**config.mk**
```make
export PLATFORM = sky130hd
export DESIGN_NAME = truth_table_sweeper_flat
export DESIGN_NICKNAME = d
export VERILOG_FILES = /design/src/rtl/tt_pkg.sv /design/src/rtl/truth_table_sweeper_if.sv /design/src/rtl/tt_settle_counter.sv /design/src/rtl/truth_table_sweeper.sv /design/src/flat_wrapper.sv
export SDC_FILE = /design/constraint.sdc
export NUM_CORES = 1
export LEC_CHECK = 0
export CORE_MARGIN = 5
export CORE_UTILIZATION = 54
export CTS_CLUSTER_SIZE = 10
export DETAILED_ROUTE_END_ITERATION = 8
export PLACE_DENSITY = 0.91
export SLEW_MARGIN = 40
export SYNTH_ARGS = -nofsm -noshare
export SYNTH_HDL_FRONTEND = slang
export SYNTH_SLANG_ARGS = --single-unit
```
**constraint.sdc**
```tcl
create_clock -name clk -period 2.95 [get_ports clk]
set_input_delay 0.4425 -clock clk [delete_from_list [all_inputs] [get_ports clk]]
set_output_delay 0.4425 -clock clk [all_outputs]
set_load 0.03 [all_outputs]
```
**src/rtl/tt_pkg.sv**
```systemverilog
// Shared types and constants for the truth-table sweeper: FSM state encoding,
// sweep geometry and the default expected truth vector.
package tt_pkg;

  typedef enum logic [1:0] {
    IDLE   = 2'd0,
    SETTLE = 2'd1,
    SAMPLE = 2'd2,
    DONE   = 2'd3
  } tt_state_t;

  localparam int TT_POINTS = 8;
  localparam int TT_IDX_W  = 3;
  localparam int TT_CNT_W  = 4;

  localparam logic [TT_POINTS-1:0] TT_EXPECTED_DEFAULT = 8'hA2;

endpackage

```
**src/rtl/truth_table_sweeper_if.sv**
```systemverilog
// Stimulus/capture bundle between the sweeper (slave) and whoever starts it
// and supplies the function block's y output (master).
interface truth_table_sweeper_if;
  import tt_pkg::*;

  logic                start;
  logic                y_in;
  logic [TT_IDX_W-1:0] bcd_out;
  logic                busy;
  logic                done;
  logic [TT_POINTS-1:0] truth;
  logic                match;

  modport slave (
    input  start, y_in,
    output bcd_out, busy, done, truth, match
  );

  modport master (
    output start, y_in,
    input  bcd_out, busy, done, truth, match
  );

endinterface

```
**src/rtl/tt_settle_counter.sv**
```systemverilog
// Loadable settle-time down-counter; load wins over dec, dec stops at zero.
module tt_settle_counter
  import tt_pkg::*;
(
  input  logic                clk,
  input  logic                rst,
  input  logic                load_i,
  input  logic [TT_CNT_W-1:0] load_val_i,
  input  logic                dec_i,
  output logic                zero_o
);

  logic [TT_CNT_W-1:0] cnt_q;
  logic [TT_CNT_W-1:0] cnt_d;

  always_comb begin
    cnt_d = cnt_q;
    if (load_i) begin
      cnt_d = load_val_i;
    end else if (dec_i && (cnt_q != '0)) begin
      cnt_d = cnt_q - 1'b1;
    end
  end

  always_ff @(posedge clk) begin
    if (rst) begin
      cnt_q <= '0;
    end else begin
      cnt_q <= cnt_d;
    end
  end

  assign zero_o = (cnt_q == '0);

endmodule

```
**src/rtl/truth_table_sweeper.sv**
```systemverilog
// Walks {B,C,D} through 000..111, samples y after a settle time and flags a
// match against EXPECTED. Define TT_CONTINUOUS_EN to re-sweep back to back.
module truth_table_sweeper
  import tt_pkg::*;
#(
  parameter int                   SETTLE_CYCLES = 1,
  parameter logic [TT_POINTS-1:0] EXPECTED      = TT_EXPECTED_DEFAULT
) (
  input  logic                  clk,
  input  logic                  rst,
  truth_table_sweeper_if.slave  bus
);

  localparam logic [TT_CNT_W-1:0] RELOAD   = TT_CNT_W'(SETTLE_CYCLES - 1);
  localparam logic [TT_IDX_W-1:0] LAST_IDX = TT_IDX_W'(TT_POINTS - 1);

  tt_state_t            state_q;
  logic [TT_IDX_W-1:0]  idx_q;
  logic [TT_POINTS-1:0] truth_q;
  logic                 match_q;
  logic                 busy_q;
  logic                 done_q;

  logic                 accept;
  logic                 cnt_load;
  logic                 cnt_dec;
  logic                 cnt_zero;

  // The visible done cycle trails the DONE state by one edge (so match is
  // already valid); start is still ignored during that cycle.
  assign accept = (state_q == IDLE) && bus.start && !done_q;

  always_comb begin
    cnt_load = accept || ((state_q == SAMPLE) && (idx_q != LAST_IDX));
`ifdef TT_CONTINUOUS_EN
    cnt_load = cnt_load || (state_q == DONE);
`endif
    cnt_dec  = (state_q == SETTLE) && !cnt_zero;
  end

  tt_settle_counter u_settle (
    .clk        (clk),
    .rst        (rst),
    .load_i     (cnt_load),
    .load_val_i (RELOAD),
    .dec_i      (cnt_dec),
    .zero_o     (cnt_zero)
  );

  always_ff @(posedge clk) begin
    if (rst) begin
      state_q <= IDLE;
      idx_q   <= '0;
      truth_q <= '0;
      match_q <= 1'b0;
      busy_q  <= 1'b0;
      done_q  <= 1'b0;
    end else begin
      case (state_q)
        IDLE: begin
          done_q <= 1'b0;
          busy_q <= 1'b0;
          if (accept) begin
            truth_q <= '0;
            match_q <= 1'b0;
            idx_q   <= '0;
            busy_q  <= 1'b1;
            state_q <= SETTLE;
          end
        end
        SETTLE: begin
          done_q <= 1'b0;
          if (cnt_zero) begin
            state_q <= SAMPLE;
          end
        end
        SAMPLE: begin
          truth_q[idx_q] <= bus.y_in;
          if (idx_q == LAST_IDX) begin
            state_q <= DONE;
          end else begin
            idx_q   <= idx_q + 1'b1;
            state_q <= SETTLE;
          end
        end
        DONE: begin
          done_q  <= 1'b1;
          match_q <= (truth_q == EXPECTED);
`ifdef TT_CONTINUOUS_EN
          truth_q <= '0;
          idx_q   <= '0;
          state_q <= SETTLE;
`else
          state_q <= IDLE;
`endif
        end
        default: state_q <= IDLE;
      endcase
    end
  end

  // bcd_out always equals the point index, including holding 111 after a sweep
  assign bus.bcd_out = idx_q;
  assign bus.busy    = busy_q;
  assign bus.done    = done_q;
  assign bus.truth   = truth_q;
  assign bus.match   = match_q;

endmodule

```
**src/flat_wrapper.sv**
```systemverilog
// flat-port wrapper written by rule: the top's interface ports become plain ports
module truth_table_sweeper_flat import tt_pkg::*;
#(
  parameter int                   SETTLE_CYCLES = 1,
  parameter logic [TT_POINTS-1:0] EXPECTED      = TT_EXPECTED_DEFAULT
)
  (clk, rst, bus_start, bus_y_in, bus_bcd_out, bus_busy, bus_done, bus_truth, bus_match);
  truth_table_sweeper_if bus_i ();
  input  logic clk;
  input  logic rst;
  input wire logic [$bits(bus_i.start)-1:0] bus_start;
  input wire logic [$bits(bus_i.y_in)-1:0] bus_y_in;
  output wire logic [$bits(bus_i.bcd_out)-1:0] bus_bcd_out;
  output wire logic [$bits(bus_i.busy)-1:0] bus_busy;
  output wire logic [$bits(bus_i.done)-1:0] bus_done;
  output wire logic [$bits(bus_i.truth)-1:0] bus_truth;
  output wire logic [$bits(bus_i.match)-1:0] bus_match;
  assign bus_i.start = bus_start;
  assign bus_i.y_in = bus_y_in;
  assign bus_bcd_out = bus_i.bcd_out;
  assign bus_busy = bus_i.busy;
  assign bus_done = bus_i.done;
  assign bus_truth = bus_i.truth;
  assign bus_match = bus_i.match;
  truth_table_sweeper #(.SETTLE_CYCLES(SETTLE_CYCLES), .EXPECTED(EXPECTED)) u_core (.clk(clk), .rst(rst), .bus(bus_i));
endmodule
```
==> Yosys cells after proc, flatten, opt, wreduce, memory -nomap -nowiden <==
Index checks and enable logic that the tools add are counted.
{ "classes": {"add_sub_neg": 2, "magnitude_cmp": 2, "n_eq_ne": 9, "mux": 16, "n_reduce_logical": 21} }
{ "ops": {"columns": ["operator", "n"], "rows": [
  ["one-hot mux 8 bit (2 select lines)", 1],
  ["bitwise mux 8 bit", 1],
  ["== test 8 bit (second input constant)", 1],
  ["2-to-1 mux 8 bit", 1],
  ["one-hot mux 2 bit (4 select lines)", 1],
  ["logical AND 1 bit", 6],
  ["2-to-1 mux 2 bit", 3],
  ["2-to-1 mux 3 bit", 2],
  ["one-hot mux 3 bit (2 select lines)", 1],
  ["AND reduction 2 bit", 3],
  ["nonzero test 2 bit", 3],
  ["== test 2 bit (second input constant)", 2],
  ["zero test 4 bit", 1],
  ["< comparator 3 x 4 -> 1 bit (second input constant)", 1],
  ["inequality test 2 x 1 -> 1 bit (second input constant)", 2],
  ["one-hot mux 1 bit (2 select lines)", 2],
  ["nonzero test 4 bit", 1],
  ["OR reduction 2 bit", 2],
  ["subtractor 4 x 1 -> 4 bit (second input constant)", 1],
  ["adder 3 x 1 -> 3 bit (second input constant)", 1],
  ["demux 1 bit (select 3 bit)", 1],
  ["== test 3 bit (second input constant)", 1],
  ["greater-or-equal comparator 3 x 1 -> 1 bit (second input constant)", 1],
  ["2-to-1 mux 1 bit", 3],
  ["7 further kinds", 8]
]} }
{ "totals": {"ff_bits": 20, "in_bits": 4, "output_inout_bits": 14, "word_cells": 57} }

==> Logic depth before layout (Yosys ltp) <==
Gate-level depths: netlist of run 1.
{ "logic_depth": {"ltp_word": 6, "mapped_depth": 5, "mapped_depth_nobuf": 5} }

==> By module <==
A second synthesis of run 1 with hierarchy kept.
{ "hier_totals": {"hier_cells": 126, "area_unflattened_um2": 1092.3} }
{ "modules_own_cells": {"columns": ["module", "instances", "cells_each", "area_per_inst_um2", "seq_area_each_um2"], "rows": [
  ["truth_table_sweeper", 1, 97, 829.5, 320.3],
  ["tt_settle_counter", 1, 29, 262.8, 80.1]
]} }

==> Worst setup path after synthesis of run 1 <==
Ideal clock, no wire load.
{ "synth_path": {"path_type": "reg-to-reg", "startpoint": "register u_core.idx_q[0], in the netlist u_core.bus.bcd_out[0]", "endpoint": "register u_core.u_settle.cnt_q[1]", "setup_ns": 0.123, "arrival_time_ns": 1.520, "t_required_ns": 2.827, "slack_ns": 1.307, "stages_incl_launch_ff": 6, "n_path_buf": 0, "period_less_slack_ns": 1.643, "path_cell_list": "dfxtp_1 ha_1 ha_1 or3b_2 nand3b_1 a211oi_1"} }
{ "synth_between": {"elab_chain_cells": 4} }
{ "synth_rtl": {"columns": ["item", "line", "source"], "rows": [
  ["start, declared", "truth_table_sweeper.sv:18", "logic [TT_IDX_W-1:0] idx_q;"],
  ["start signal, assigned", "truth_table_sweeper.sv:82", "idx_q <= idx_q + 1'b1;"],
  ["inequality test 3 bit", "truth_table_sweeper.sv:34", "cnt_load = accept || ((state_q == SAMPLE) && (idx_q != LAST_IDX));"],
  ["logical AND 1 bit", "truth_table_sweeper.sv:34", null],
  ["logical OR 1 bit", "truth_table_sweeper.sv:34", null],
  ["OR reduction 2 bit (no source line)", null, null],
  ["end signal, assigned", "tt_settle_counter.sv:29", "cnt_q <= cnt_d;"],
  ["end, declared", "tt_settle_counter.sv:13", "logic [TT_CNT_W-1:0] cnt_q;"]
]} }
Every way passes these cells.
A chain may end at the register's enable or synchronous reset.

==> Final worst setup path of run 1 <==
{ "layout_path": {"startpoint": "register u_core.idx_q[0], in the netlist u_core.bus.bcd_out[0]", "endpoint": "output bus_bcd_out[0]"} }
{ "layout_rtl": {"columns": ["item", "line", "source"], "rows": [
  ["end, declared", "flat_wrapper.sv:13", "output wire logic [$bits(bus_i.bcd_out)-1:0] bus_bcd_out;"]
]} }
No word-level cell between the ends.

==> impl_metrics.csv, run 1 <==
group,metric,value,unit
outcome,status,"complete, no violations",
drt,viasPerCell,6.033,
min_path,hold_depth,2,
placement,gp_congestion,0.7766,
power_and_ir_drop,power.share.combinational,0.093,
drt,wirelength,2211,um
drt,drt_first_pass_iters,4,
power_and_ir_drop,switchingPower,122.7,uW
cts,clkSinkCount,20,
yosys,synth.avg_cell_area,8.648,um2
drt,drc_errors,0,
sta,slew_headroom,0.5149,
floorplanning,start_util,0.5659,
grt,grt_use_total,0.1842,
cts,cts_tree,"built",
min_path,min-delay-start,"u_core.bus.busy",
cells_and_area,drive_above_1_share,0.05600,
yosys,syn-cell-area,977.2,um2
drt,drtIter0Drc,22,
worst_setup_path,cp_cell_sequence,"clkdlybuf4s50_1",
worst_setup_path,slowest_stage,"clkdlybuf4s50_1",
worst_setup_path,reg2reg_from,"u_core.bus.bcd_out[0]",
cts,cts_resized,0,
cells_and_area,regArea,400.4,um2
sta,setup_viol,0,
sta,layout_setup_ws,0.8648,ns
floorplanning,dieArea,2760,um2
drt,num_vias,905,
job,drv_cap,0,
drt,wire_per_inst,14.74,um
power_and_ir_drop,power_density,418.8,nW/um2
yosys,synthCells,113,
sta,fmax,0.4796,GHz
power_and_ir_drop,p_int,367.3,uW
yosys,synth-async-reset-ratio,0,
sta,skew,0.004938,ns
worst_setup_path,setup.worst_path.end_class,"output port",
worst_setup_path,cp_top_family,"buffers and inverters",
power_and_ir_drop,swShare,0.2504,
yosys,ys_seq_elements,20,
sta,rsz0062_at_grt,"no",
placement,dpl.hpwl,1582,um
min_path,hold_path_end,"u_core.bus.busy",
floorplanning,core-area,1727,um2
min_path,hp-class,"reg2reg",
worst_setup_path,path_buf_inv,1,
floorplanning,fp.dieH,52.54,um
sta,whs,0.4929,ns
sta,hold_viol_final,0,
placement,dp_slack,0.8751,ns
floorplanning,rows,15,
grt,grt_pass1_vias,815,
cells_and_area,nets,133,
yosys,synth_edf_count,0,
yosys,syn-num-nets,120,
cts,htreeDepth,1,
cts,post_cts_buffers,0,
grt,grt_overflow,0,
power_and_ir_drop,power.leakage,0.0003737,uW
worst_setup_path,path_class,"reg2out",
cells_and_area,nFillCells,149,
cells_and_area,fin_util,0.6775,
cts,numCtsBuffers,3,
cts,hold_buffers,0,
cts,clock_latency,0.31,ns
worst_setup_path,cp_max_fo,14,
cts,clk_pin_slew,0.11,ns
worst_setup_path,timing.rr.end,"u_core.u_settle.cnt_q[2]",
sta,slew_violations,0,
worst_setup_path,critPathArrivalTime,1.64,ns
yosys,ys_seq_area_frac,0.4097,
power_and_ir_drop,p_seq_frac,0.576,
sta,period_share,0.7069,
yosys,synth_cell_type_count,30,
cells_and_area,area_delta_synth_final,19.72,%
worst_setup_path,cpPeakStageDelay,0.75,ns
sta,worstMarginPinSlew,0.7260,ns
cells_and_area,multi_input_area,516.7,um2
floorplanning,io_pins,18,
cts,cts_root_buf,"clkbuf_4",
worst_setup_path,r2r_slack,1.15,ns
floorplanning,die_x,52.54,um
grt,grt_first_pass_wirelength,3829,um
placement,port_buffers,17,
cts,clockBufferDepth,2,
worst_setup_path,critPathRequiredTime,2.51,ns
power_and_ir_drop,irDropWorstVdd,269.3,uV
worst_setup_path,r2r_cells,5,
cells_and_area,diodes,0,
sta,setup_tns,0,ns
sta,period_needed,2.085,ns
yosys,ys_warn_count,0,
grt,antenna_found_initial,0,
drt,ant_nets,0,
power_and_ir_drop,p_clk_frac,0.331,
yosys,synthFlopType,"dfxtp_1",
worst_setup_path,worst_setup_path_start_kind,"flip-flop",
grt,grt_max_degree,18,
[placed cells by master (no fill, tap or decap)]
master	count
o211ai_1	6
a21oi_1	16
nor3b_1	5
or2b_1	1
nand4_1	3
o311ai_0	2
nand3b_1	2
or4b_1	1
clkbuf_4	3
nor2b_1	3
nor2_1	3
clkbuf_8	1
o21ai_0	4
nor4b_1	1
or3_1	2
or4_1	2
a31oi_2	1
or3b_2	2
a211oi_1	1
ha_1	3
dfxtp_1	20
nor4bb_1	1
clkdlybuf4s50_1	17
nand2b_1	5
and3b_1	1
inv_1	4
nand2_1	4
a2bb2oi_1	1
nand3_1	10
[metrics by stage]
| stage | area [um2] | std cells | power, uW |
|---|---|---|---|
| after floorplan | 977.2 | 113 | 322.4 |
| after global placement | 1134 | 146 | 331.0 |
| after detailed placement | 1134 | 146 | 332.4 |
| after CTS | 1170 | 150 | 489.4 |
| after global routing | 1170 | 150 | 509.5 |
| final | 1170 | 150 | 489.9 |
[Yosys cell counts, types with 2 or more instances]
| library cell | count | area, um2 |
|---|---|---|
| dfxtp_1 | 20 | 400.4 |
| a21oi_1 | 16 | 80.08 |
| nand3_1 | 10 | 50.05 |
| o211ai_1 | 6 | 45.04 |
| clkbuf_1 | 5 | 18.77 |
| nand2b_1 | 5 | 31.28 |
| nor3b_1 | 5 | 37.54 |
| inv_1 | 4 | 15.01 |
| nand2_1 | 4 | 15.01 |
| o21ai_0 | 4 | 20.02 |
| ha_1 | 3 | 37.54 |
| nand4_1 | 3 | 18.77 |
| nor2_1 | 3 | 11.26 |
| nor2b_1 | 3 | 18.77 |
| clkbuf_2 | 2 | 10.01 |
| nand3b_1 | 2 | 15.01 |
| o311ai_0 | 2 | 17.52 |
| or3_1 | 2 | 12.51 |
| or3b_2 | 2 | 17.52 |
| or4_1 | 2 | 15.01 |
[power by group through the flow]
stage / logic (uW) / clock network (uW) / registers [uW]
after floorplan: 34.8 / 0 / 288
after global placement: 42.4 / 0 / 289
after detailed placement: 44.3 / 0 / 288
after CTS: 44.8 / 162 / 282
after global routing: 48.9 / 177 / 284
final: 45.4 / 162 / 282
[per-layer routing]
metal | vias up | global-route usage | part of all wire
li1 | 440 | - | -
met1 | 421 | 0.2587 | 0.48
met2 | 40 | 0.2789 | 0.45
met3 | 4 | 0.03134 | 0.056
met4 | 0 | 0.06809 | 0.013
met5 | - | 0 | 0
[registers in the layout, indices dropped and copies added (netlist names)]
register / cells
u_core.bus.busy: 1
u_core.bus.bcd_out: 3
u_core.bus.match: 1
u_core.bus.done: 1
u_core.bus.truth: 8
u_core.u_settle.cnt_q: 4
u_core.state_q: 2
[final cells by class]
cell class	count	share of cell area
Multi-Input combinational cell	80	0.4417
Sequential cell	20	0.3422
Timing Repair Buffer	17	0.1455
Clock buffer	4	0.03102
Tap cell	25	0.02674
Inverter	4	0.01283
[worst max path at each step]
stage,start,to,cells past startpoint
floorplan,u_core.bus.bcd_out[0],u_core.u_settle.cnt_q[1],5
global placement,bus_start,u_core.bus.truth[4],4
detailed placement,bus_start,u_core.u_settle.cnt_q[2],4
CTS,u_core.bus.bcd_out[0],bus_bcd_out[0],1
global route,u_core.bus.bcd_out[0],bus_bcd_out[0],1
finish,u_core.bus.bcd_out[0],bus_bcd_out[0],1
[cell families (layout without fill, tap and decap cells)]
logic type | count (synthesis) | in the layout | share of synthesized area
adders and majority gates | 3 | 3 | 0.03842
and+or+nand+nor | 46 | 46 | 0.2945
AOI/OAI and AO/OA | 31 | 31 | 0.1959
buffers and inverters | 13 | 25 | 0.06145
DFF | 20 | 20 | 0.4097
No activity file was read; power rests on OpenSTA's default activity.
==> run 2: changes to the inputs <==
CORE_UTILIZATION = 45   (was 54)
PLACE_DENSITY = 0.82   (was 0.91)
clock period = 1.7 ns   (was 2.95 ns; I/O delays follow)
==> run 2 against run 1 <==
  * Hold slack got worse by 0.015 ns
  * Register-to-register slack worse by 1.0 ns
  * Clock skew shrank 0.0019 ns
==> impl_metrics.csv, run 2 (synthesis gave the netlist of run 1 again) <==
group,metric,value,unit
cts,clkSinkCount,20,
min_path,hold_path_end,"u_core.bus.match",
grt,grt_overflow,0,
placement,dpl.hpwl,1633,um
outcome,status,"complete, no violations",
cts,post_cts_buffers,0,
min_path,min-delay-start,"u_core.bus.match",
power_and_ir_drop,p_seq_frac,0.611,
grt,grt_use_total,0.1532,
sta,period_share,0.9617,
worst_setup_path,cp_top_family,"buffers and inverters",
power_and_ir_drop,power.share.combinational,0.121,
sta,rsz0062_at_grt,"no",
drt,drc_errors,0,
cells_and_area,drive_above_1_share,0.1136,
sta,slew_violations,0,
drt,wire_per_inst,14.19,um
worst_setup_path,path_buf_inv,1,
drt,wirelength,2256,um
power_and_ir_drop,power.leakage,0.0004177,uW
cts,htreeDepth,1,
worst_setup_path,timing.rr.end,"u_core.u_settle.cnt_q[3]",
sta,slew_headroom,0.5935,
worst_setup_path,cpPeakStageDelay,0.69,ns
cts,clock_latency,0.29,ns
floorplanning,start_util,0.4833,
floorplanning,dieArea,3204,um2
placement,port_buffers,17,
cts,cts_root_buf,"clkbuf_4",
floorplanning,die_x,56.60,um
drt,ant_nets,0,
worst_setup_path,r2r_cells,5,
sta,worstMarginPinSlew,0.6084,ns
min_path,hp-class,"reg2reg",
grt,grt_first_pass_wirelength,3926,um
placement,dp.cells,156,
sta,skew,0.003028,ns
worst_setup_path,critPathRequiredTime,1.44,ns
placement,gp_congestion,0.8084,
grt,antenna_found_initial,0,
sta,hold_viol_final,0,
worst_setup_path,crit_start,"u_core.bus.truth[7]",
floorplanning,rows,16,
cts,cts_tree,"built",
worst_setup_path,setup.worst_path.end_class,"output port",
power_and_ir_drop,irDropWorstVdd,430.1,uV
sta,fmax,0.6117,GHz
sta,period_needed,1.635,ns
worst_setup_path,slowest_stage,"clkdlybuf4s50_1",
worst_setup_path,reg2reg_from,"u_core.bus.bcd_out[0]",
cts,hold_buffers,0,
cells_and_area,layout_common_cells,"dfxtp_1, a21oi_1, clkdlybuf4s50_1",
cells_and_area,design_area,1217,um2
min_path,hold_depth,2,
drt,drtIter0Drc,28,
cts,numCtsBuffers,3,
worst_setup_path,critPathArrivalTime,1.38,ns
cells_and_area,nets,141,
power_and_ir_drop,power_density,651.3,nW/um2
cells_and_area,diodes,0,
drt,viasPerCell,5.698,
worst_setup_path,worst_setup_path_start_kind,"flip-flop",
floorplanning,core-area,2022,um2
floorplanning,fp.dieH,56.60,um
worst_setup_path,r2r_slack,0.12,ns
worst_setup_path,path_class,"reg2out",
sta,setup_viol,0,
cts,clockBufferDepth,2,
job,drv_cap,0,
placement,post_dp_cell_area,1196,um2
power_and_ir_drop,p_clk_frac,0.268,
drt,num_vias,906,
power_and_ir_drop,switchingPower,193.2,uW
power_and_ir_drop,swShare,0.2436,
worst_setup_path,cp_max_fo,3,
cells_and_area,largest_reg_flops,8,
drt,drt_first_pass_iters,4,
grt,grt_max_degree,16,
power_and_ir_drop,p_int,599.7,uW
grt,grt_pass1_vias,899,
cells_and_area,final_cells,159,
cts,clk_pin_slew,0.10,ns
worst_setup_path,cp_cell_sequence,"clkdlybuf4s50_1",
cells_and_area,layout_commonest_cell,"dfxtp_1",
placement,dp_slack,-0.01977,ns
floorplanning,io_pins,18,
cells_and_area,area_delta_synth_final,24.58,%
sta,layout_setup_ws,0.06516,ns
[run 2: cell count changes in the layout (fill, tap and decap cells not counted), sizes merged]
cell / delta
dlygate4sd2: +2
clkbuf: -1
clkdlybuf4s50: -2
buf: +8
[run 2: final cells by class]
cell class | instances | area (um2)
tap | 27 | 33.78
timing repair buffer | 25 | 227.7
sequential | 20 | 401.6
multi-input combinational | 80 | 516.7
fill | 187 | 804.5
clock buffer | 3 | 22.52
inverter | 4 | 15.01
[run 2: power groups by stage]
| stage | logic [uW] | clock network [uW] | registers (uW) |
|---|---|---|---|
| floorplan | 60.4 | 0 | 499 |
| global placement | 92.4 | 0 | 495 |
| detailed placement | 95.0 | 0 | 495 |
| CTS | 95.6 | 223 | 484 |
| global route | 105 | 250 | 487 |
| finish | 95.9 | 213 | 484 |
[run 2: worst max-delay path by stage]
stage	endpoint	slack (ns)	cells past startpoint
after detailed placement	u_core.bus.truth[0]	-0.02	5
final	bus_truth[7]	0.07	1
after global placement	u_core.bus.truth[0]	0.04	5
after global routing	bus_truth[7]	0.007	1
after floorplan	u_core.u_settle.cnt_q[1]	0.06	5
after CTS	bus_truth[5]	0.05	1
[run 2: repair_timing]
item / in CTS / in global routing
cloned: 0 / 0
gates resized for setup: 2 / 1
pin swaps: 0 / 0
setup endpoints to repair: 2 / 1
[run 2: tightest hold or removal path, delay by kind of cell (launching register included)]
family	cells	cell delay, ns
AOI/OAI and AO/OA	1	0.06
DFF	1	0.32
and+or+nand+nor	1	0.06
[run 2: per-stage QoR]
step / utilization / power [uW] / setup TNS (ns) / hold WS (ns)
CTS: 0.6015 / 802.7 / 0 / 0.4868
global placement: 0.5916 / 587.5 / 0 / 0.4602
global route: 0.6021 / 841.7 / 0 / 0.5223
floorplan: - / 559.5 / 0 / 0.4536
detailed placement: 0.5916 / 589.8 / -0.02443 / 0.4715
finish: 0.6021 / 792.9 / 0 / 0.4779
[run 2: metal layers]
| metal | track usage | vias to the layer above | share of wire |
|---|---|---|---|
| met5 | 0 | - | 0 |
| met4 | 0.08814 | 0 | 0.010 |
| met3 | 0.02523 | 4 | 0.070 |
| met2 | 0.2294 | 35 | 0.47 |
| met1 | 0.2050 | 411 | 0.45 |
| li1 | - | 456 | - |
==> run 3: changes to the inputs <==
ABC_AREA = 1   (was unset)
==> run 3 against run 2 <==
  * Synthesized area rose by 1.4%
  * Largest power group unchanged
  * Register-to-register slack improved by 0.18 ns
  * Sequential power rose by 0.8%
==> impl_metrics.csv, run 3 <==
group,metric,value,unit
floorplanning,core-area,2148,um2
yosys,synth_cell_type_count,19,
cells_and_area,largest_reg_flops,8,
cts,htreeDepth,1,
grt,antenna_found_initial,0,
power_and_ir_drop,power_density,657.6,nW/um2
power_and_ir_drop,p_int,598.1,uW
yosys,synth_most_common_cell,"nand2_1",
sta,worstMarginPinSlew,0.4147,ns
yosys,syn-num-nets,159,
sta,period_share,0.9610,
yosys,synth_top_cell_by_area,"dfxtp_1",
yosys,ys_seq_elements,20,
floorplanning,rows,17,
power_and_ir_drop,power.share.combinational,0.129,
power_and_ir_drop,p_clk_frac,0.268,
min_path,min-delay-start,"u_core.u_settle.cnt_q[0]",
worst_setup_path,cp_top_family,"buffers and inverters",
drt,viasPerCell,4.970,
power_and_ir_drop,power.leakage,0.0005457,uW
cells_and_area,design_area,1231,um2
drt,wirelength,2181,um
power_and_ir_drop,switchingPower,211.5,uW
drt,drc_errors,0,
worst_setup_path,slowest_stage,"clkdlybuf4s50_1",
worst_setup_path,critPathArrivalTime,1.38,ns
yosys,ys_warn_count,0,
cells_and_area,drive_above_1_share,0.09249,
floorplanning,dieArea,3240,um2
placement,port_buffers,17,
cts,clock_latency,0.30,ns
worst_setup_path,critPathRequiredTime,1.44,ns
sta,hold_viol_final,0,
cts,numCtsBuffers,3,
floorplanning,start_util,0.4613,
power_and_ir_drop,p_seq_frac,0.603,
sta,fmax,0.6121,GHz
grt,grt_pass1_vias,974,
sta,skew,0.002358,ns
drt,num_vias,999,
cells_and_area,layout_commonest_cell,"nand2_1",
worst_setup_path,worst_setup_path_start_kind,"flip-flop",
yosys,synthCells,152,
worst_setup_path,reg2reg_from,"u_core.u_settle.cnt_q[0]",
worst_setup_path,path_class,"reg2out",
sta,setup_viol,0,
sta,slew_headroom,0.7232,
cells_and_area,diodes,0,
sta,period_needed,1.634,ns
yosys,synthFlopType,"dfxtp_1",
worst_setup_path,setup.worst_path.end_class,"output port",
worst_setup_path,r2r_cells,8,
placement,dpl.hpwl,1719,um
sta,slew_violations,0,
cells_and_area,regArea,400.4,um2
cells_and_area,nFillCells,211,
worst_setup_path,crit_start,"u_core.bus.truth[5]",
yosys,synth_edf_count,0,
min_path,hp-class,"reg2reg",
sta,rsz0062_at_grt,"no",
worst_setup_path,cp_cell_sequence,"clkdlybuf4s50_1",
cts,clkSinkCount,20,
grt,grt_max_degree,15,
worst_setup_path,path_buf_inv,1,
worst_setup_path,cp_max_fo,3,
cts,clk_pin_slew,0.10,ns
drt,ant_nets,0,
yosys,synth.avg_cell_area,6.519,um2
placement,post_dp_cell_area,1207,um2
sta,layout_setup_ws,0.06630,ns
job,drv_cap,0,
worst_setup_path,critical_path_depth,1,
min_path,hold_depth,2,
drt,drt_first_pass_iters,4,
grt,grt_use_total,0.1521,
floorplanning,die_x,56.93,um
yosys,syn-cell-area,991.0,um2
yosys,ys_seq_area_frac,0.4040,
cells_and_area,layout_common_cells,"nand2_1, inv_1, dfxtp_1",
worst_setup_path,cpPeakStageDelay,0.70,ns
grt,grt_overflow,0,
cts,cts_tree,"built",
power_and_ir_drop,irDropWorstVdd,644.9,uV
yosys,synth-async-reset-ratio,0,
cts,clockBufferDepth,2,
cells_and_area,nets,182,
sta,setup_tns,0,ns
drt,wire_per_inst,10.85,um
placement,gp_congestion,0.8399,
floorplanning,fp.dieH,56.93,um
yosys,synthTopCellsByCount,"nand2_1, dfxtp_1, inv_1",
drt,drtIter0Drc,33,
cts,cts_root_buf,"clkbuf_4",
yosys,synth_top_area_share,0.4040,
placement,dp_slack,0.2839,ns
floorplanning,io_pins,18,
grt,grt_first_pass_wirelength,3988,um
cells_and_area,multi_input_area,489.2,um2
yosys,yosys-top-cells-area,"dfxtp_1, nand2_1, inv_1",
power_and_ir_drop,swShare,0.2613,
outcome,status,"complete, no violations",
cells_and_area,area_delta_synth_final,24.24,%
run 3: cell types whose count changed in the layout (fill, tap and decap cells not counted), moves of 6 or more:
cell / previous run / this run
nor2_1: 3 / 18
nand2_1: 4 / 48
inv_1: 4 / 20
a21oi_1: 16 / 7
o211ai_1: 6 / 0
run 3: stage by stage:
stage,std cells,total power (uW),hold slack [ns],utilization
finish,201,809.6,0.4688,0.5731
global placement,198,600.4,0.4510,0.5620
detailed placement,198,604.4,0.4561,0.5620
CTS,201,819.4,0.4727,0.5719
floorplan,152,565.2,0.3241,-
global route,201,857.6,0.4833,0.5731
run 3: cell type report:
| class | count | area share |
|---|---|---|
| multi-input cells | 106 | 0.3974 |
| flip-flops and latches | 20 | 0.3252 |
| repair buffers | 20 | 0.1575 |
| inverters | 24 | 0.07317 |
| well taps | 28 | 0.02846 |
| clock buffers | 3 | 0.01829 |
run 3: power by group through the flow:
stage | combinational (uW) | sequential [uW] | clock, uW
3_5_place_dp | 105 | 499 | 0
5_1_grt | 117 | 490 | 250
6_report | 105 | 488 | 217
4_1_cts | 106 | 488 | 225
2_1_floorplan | 55.9 | 509 | 0
3_3_place_gp | 102 | 499 | 0
run 3: what timing repair did:
action | in CTS | in global routing
endpoints found under the setup margin | 1 | 1
pin swaps | 0 | 0
setup buffers | 0 | 0
hold buffers | 0 | 0
resized for setup | 1 | 1
gates cloned | 0 | 0
run 3: routing by layer:
| metal | track usage | wire length [um] | share of wire |
|---|---|---|---|
| met1 | 0.1841 | 995 | 0.46 |
| met2 | 0.2561 | 1026 | 0.47 |
| met3 | 0.05977 | 140 | 0.064 |
| met4 | 0.02980 | 19 | 0.0087 |
| met5 | 0 | 0 | 0 |
run 3: final timing paths:
path / slack (ns) / end
worst max register to register: 0.30 / u_core.u_settle.cnt_q[0]
worst max-delay path: 0.07 / bus_truth[5]
worst min register to register: 0.47 / u_core.u_settle.cnt_q[0]
worst min-delay path: 0.47 / u_core.u_settle.cnt_q[0]
run 3: kinds of logic (layout without fill, tap and decap cells):
kind of cell / Yosys count / after routing / share of synthesized area
AOI/OAI and AO/OA: 17 / 17 / 0.08712
adders and majority gates: 3 / 3 / 0.03788
buffers and inverters: 26 / 47 / 0.1023
DFF: 20 / 20 / 0.4040
and+or+nand+nor: 86 / 86 / 0.3687
